File: src/rtl/ccg_lut_eval.sv
// ccg_lut_eval: loadable truth-table evaluator.
// Rows load over cfg_*, then x is evaluated into a registered f.
module ccg_lut_eval #(
  parameter int N_IN  = 3,
  parameter int N_OUT = 10
) (
  input  logic             clk,
  input  logic             rst,
  input  logic             cfg_start,
  input  logic             cfg_valid,
  input  logic [N_OUT-1:0] cfg_data,
  output logic             cfg_ready,
  input  logic [N_IN-1:0]  x,
  input  logic             x_valid,
  output logic             x_ready,
  output logic [N_OUT-1:0] f,
  output logic             f_valid,
  input  logic             f_ready,
  output logic             loaded,
  output logic [15:0]      eval_cnt
);

  localparam int ROWS = 1 << N_IN;

  typedef enum logic [1:0] {
    EMPTY,
    LOAD,
    RUN
  } state_t;

  state_t           state;
  logic [N_IN-1:0]  ptr;
  logic [N_OUT-1:0] tbl [ROWS];

  logic start_ok;
  logic wr_en;
  logic x_acc;

  // A start is dropped while a result is still waiting in RUN.
  assign start_ok  = cfg_start && (state != RUN || !f_valid);
  assign wr_en     = (state == LOAD) && cfg_valid && !cfg_start;
  assign cfg_ready = (state == LOAD);
  assign x_ready   = (state == RUN) && (!f_valid || f_ready);
  assign x_acc     = x_valid && x_ready;

  // Load sequencing: EMPTY/LOAD/RUN, row pointer and loaded flag.
  always_ff @(posedge clk or posedge rst) begin
    if (rst) begin
      state  <= EMPTY;
      ptr    <= '0;
      loaded <= 1'b0;
    end else if (start_ok) begin
      state  <= LOAD;
      ptr    <= '0;
      loaded <= 1'b0;
    end else if (wr_en) begin
      if (&ptr) begin
        state  <= RUN;
        ptr    <= '0;
        loaded <= 1'b1;
      end else begin
        ptr <= ptr + 1'b1;
      end
    end
  end

  // Table storage; old rows survive a reload until rewritten.
  always_ff @(posedge clk or posedge rst) begin
    if (rst) begin
      for (int i = 0; i < ROWS; i++) begin
        tbl[i] <= '0;
      end
    end else if (wr_en) begin
      tbl[ptr] <= cfg_data;
    end
  end

  // Output register with hold-under-backpressure and no-bubble refill.
  always_ff @(posedge clk or posedge rst) begin
    if (rst) begin
      f       <= '0;
      f_valid <= 1'b0;
    end else if (x_acc) begin
      f       <= tbl[x];
      f_valid <= 1'b1;
    end else if (f_ready) begin
      f_valid <= 1'b0;
    end
  end

  // Saturating count of accepted evaluations, cleared by a new load.
  always_ff @(posedge clk or posedge rst) begin
    if (rst) begin
      eval_cnt <= '0;
    end else if (start_ok) begin
      eval_cnt <= '0;
    end else if (x_acc && !(&eval_cnt)) begin
      eval_cnt <= eval_cnt + 16'd1;
    end
  end

endmodule

File: config.mk
export PLATFORM = sky130hd
export DESIGN_NAME = ccg_lut_eval
export DESIGN_NICKNAME = d
export VERILOG_FILES = /design/src/rtl/ccg_lut_eval.sv
export SDC_FILE = /design/constraint.sdc
export NUM_CORES = 1
export LEC_CHECK = 0
export BUFFER_PORTS_ARGS = -buffer_cell sky130_fd_sc_hd__buf_2
export CAP_MARGIN = 20
export CORE_ASPECT_RATIO = 1.2
export CORE_MARGIN = 1.5
export CORE_UTILIZATION = 55
export CTS_BUF_LIST = sky130_fd_sc_hd__clkbuf_2 sky130_fd_sc_hd__clkbuf_4 sky130_fd_sc_hd__clkbuf_8
export CTS_CLUSTER_SIZE = 24
export DETAILED_ROUTE_END_ITERATION = 7
export PLACE_DENSITY = 0.78
export SLEW_MARGIN = 20
export SYNTH_ARGS = -nofsm -noshare
export SYNTH_HDL_FRONTEND = slang
export SYNTH_SLANG_ARGS = --single-unit
File: constraint.sdc
create_clock -name clk -period 3.3 [get_ports clk]
set_clock_uncertainty 0.15 [all_clocks]
set_input_delay 0.495 -clock clk [delete_from_list [all_inputs] [get_ports clk]]
set_output_delay 0.495 -clock clk [all_outputs]
set_load 0.03 [all_outputs]
==> flow_metrics.env <==
export IMPL_status="completed"
export IMPL_drc=0
export IMPL_worstSetupPathType="register to register"
export IMPL_detail_route_wl_per_cell_um=19.1
export IMPL_max_clock_path_buffers=2
export IMPL_layout_nets=457
export IMPL_grt_overflow=0
export IMPL_cts_setup_buffers=0
export IMPL_gp_congestion=0.887
export IMPL_ys_async_sr_fraction_pct=100
export IMPL_tightest_slew_ps=925
export IMPL_cellPowerDensity_nw_per_um2=460
export IMPL_place_inst=544
export IMPL_via_per_inst=6.03
export IMPL_cts_resized=0
export IMPL_synth_flop_cell="dfrtp_1"
export IMPL_ys_seq_area_share_pct=53.5
export IMPL_root_buffer="clkbuf_8"
export IMPL_synth_area_leader_cell="dfrtp_1"
export IMPL_tns_ps=0
export IMPL_stdcell_area_sq_um=5850
export IMPL_area_delta_synth_final_pct=11.5
export IMPL_grt_max_degree=48
export IMPL_htree_levels=3
export IMPL_r2r_cells=5
export IMPL_firstDrtPassIters=4
export IMPL_setup_violations_final=0
export IMPL_die_w_um=92.1
export IMPL_ys_top_cells_by_area="dfrtp_1 53%, mux2_2 17%, mux4_2 8.6%"
export IMPL_rrSetupSlack_ps=930
export IMPL_cap_violations=0
export IMPL_hp_class="primary input to asynchronous set/reset pin"
export IMPL_crit_chain="and4bb_1 > nand2b_4 > nor3b_1 > buf_4 > mux2_2"
export IMPL_cp_start_kind="register"
export IMPL_whs_ps=153
export IMPL_drive_gt1_share_pct=40.5
export IMPL_port_buffers=48
export IMPL_netlist_instances=387
export IMPL_numCtsBuffers=9
export IMPL_syn_nets=409
export IMPL_n_antenna_cell=0
export IMPL_cts_sinks=112
export IMPL_slowest_delay_ps=520
export IMPL_ys_ff_latch=112
export IMPL_cp_end_kind="register"
export IMPL_critPathArrivalTime_ps=2490
export IMPL_syn_area_per_cell_sq_um=13.5
export IMPL_yosysWarnings=0
export IMPL_leakage_nw=2.75
export IMPL_postCtsHoldBufs=0
export IMPL_maxSlewHeadroom_pct=38.2
export IMPL_hold_viol_final=0
export IMPL_drv_slew=0
export IMPL_insertion_delay_ps=380
export IMPL_max_vdd_ir_drop_mv=0.281
export IMPL_yosysMostFrequentCell="dfrtp_1"
export IMPL_setup_ws_ps=928
export IMPL_pre_cts_ws_ps=761
export IMPL_drt_total_wl_um=10700
export IMPL_critPathSlowestCell="and4bb_1"
export IMPL_grt_pass1_vias=3479
export IMPL_crit_family="simple AND/OR/NAND/NOR gates"
export IMPL_std_cell_rows=38
export IMPL_path_buf_inv=1
export IMPL_placed_area_sq_um=5620
export IMPL_clk_pin_slew_ps=90
export IMPL_rsz0062_at_grt="no"
export IMPL_fmaxAchievable_ghz=0.422
export IMPL_track_usage_pct=23.7
export IMPL_drt_iter0_drc=214
export IMPL_tritoncts="done"
export IMPL_yosys_cell_types_count=47
export IMPL_vias=3374
export IMPL_stdcell_count=560
export IMPL_dieArea_sq_um=10100
export IMPL_dp_hpwl_um=7240
export IMPL_yosysTopAreaCellShare_pct=53.5
export IMPL_power_mw=2.69
export IMPL_initial_core_util_pct=57.4
export IMPL_post_route_min_period_ps=2370
export IMPL_critPathMaxFanout=8
export IMPL_synth_area_sq_um=5240
export IMPL_final_util_pct=64.0
export IMPL_ant_nets=0
export IMPL_antenna_found_initial=0
export IMPL_r2r_start="loaded"
export IMPL_core_sq_um=9130
export IMPL_ioPinCount=49
export IMPL_min_period_over_period_pct=71.9
export IMPL_critPathRequiredTime_ps=3410
export IMPL_synth_edf_count=0
export IMPL_r2r_end="tbl[37]"
export IMPL_grt_pass1_wl_um=18100
export IMPL_fp_dieH_um=110
export IMPL_ys_top_cells_by_count="112 x dfrtp_1, 77 x mux2_2, 30 x nand2_1"
==> layout by cell type, fill, tap and decap left out, types with 3 or more instances in the layout <==
master and instances:
nor2_1 6, nor3_1 4, nand2b_1 7, or4_1 4, nand4_1 5, clkbuf_4 3, mux2i_1 16, mux4_2 20
inv_1 3, o21ai_0 13, dfrtp_1 112, buf_2 48, clkbuf_8 10, nor4_1 8, mux2_2 77, nand2_1 30
a21oi_1 9, nand3b_1 4, ha_1 3, mux2_1 3, buf_4 7, nand3_1 9, o31ai_1 5
==> state kept, by name (all words and copies together), names as in the netlist <==
| name | cells |
|---|---|
| state | 1 |
| f | 10 |
| loaded | 1 |
| ptr | 3 |
| eval_cnt | 16 |
| tbl | 80 |
| f_valid | 1 |
==> layout make-up <==
type,instances,area (sq um)
inverters,4,18.8
fillers,723,3280
flip-flops and latches,112,2800
well taps,120,150
repair buffers,56,313
clock buffers,13,160
multi-input cells,252,2340
clock inverters,3,65.1
==> worst max path at each step <==
stage | startpoint | endpoint | slack [ps] | cells past startpoint
2_1_floorplan | loaded | tbl[50] | 1260 | 6
3_3_place_gp | cfg_start | tbl[37] | 840 | 6
3_5_place_dp | cfg_start | tbl[37] | 760 | 6
4_1_cts | loaded | tbl[37] | 900 | 5
5_1_grt | loaded | tbl[37] | 790 | 5
6_report | loaded | tbl[37] | 930 | 5
==> cell families after synthesis <==
| family | synth area share [%] |
|---|---|
| buffers and inverters | 1.96 |
| and+or+nand+nor | 10.8 |
| adders and majority gates | 0.716 |
| muxes | 28.8 |
| DFF | 53.5 |
| AOI/OAI and AO/OA | 4.23 |
==> power by group <==
part | total (mW) | leakage, nW | switching [mW] | internal, mW
registers | 1.51 | 1.51 | 0.0475 | 1.47
clock network | 0.918 | 0.118 | 0.444 | 0.474
logic | 0.258 | 1.12 | 0.114 | 0.145
==> worst register-to-register path: cells and delay by family, from the launching register on <==
kind	cells	cell delay [ps]
flops	1	450
simple gates	3	1090
mux	1	340
buf+inv	1	240
==> layer usage <==
layer	up-vias	part of all wire (%)	global-route usage, %	wire (um)
li1	1540	-	-	-
met1	1744	44	30.8	4720
met2	77	50	40.2	5380
met3	13	3.7	4.77	399
met4	0	1.9	8.13	202
met5	-	0	0	0
Note: power is estimated with default switching activity, not from simulation.
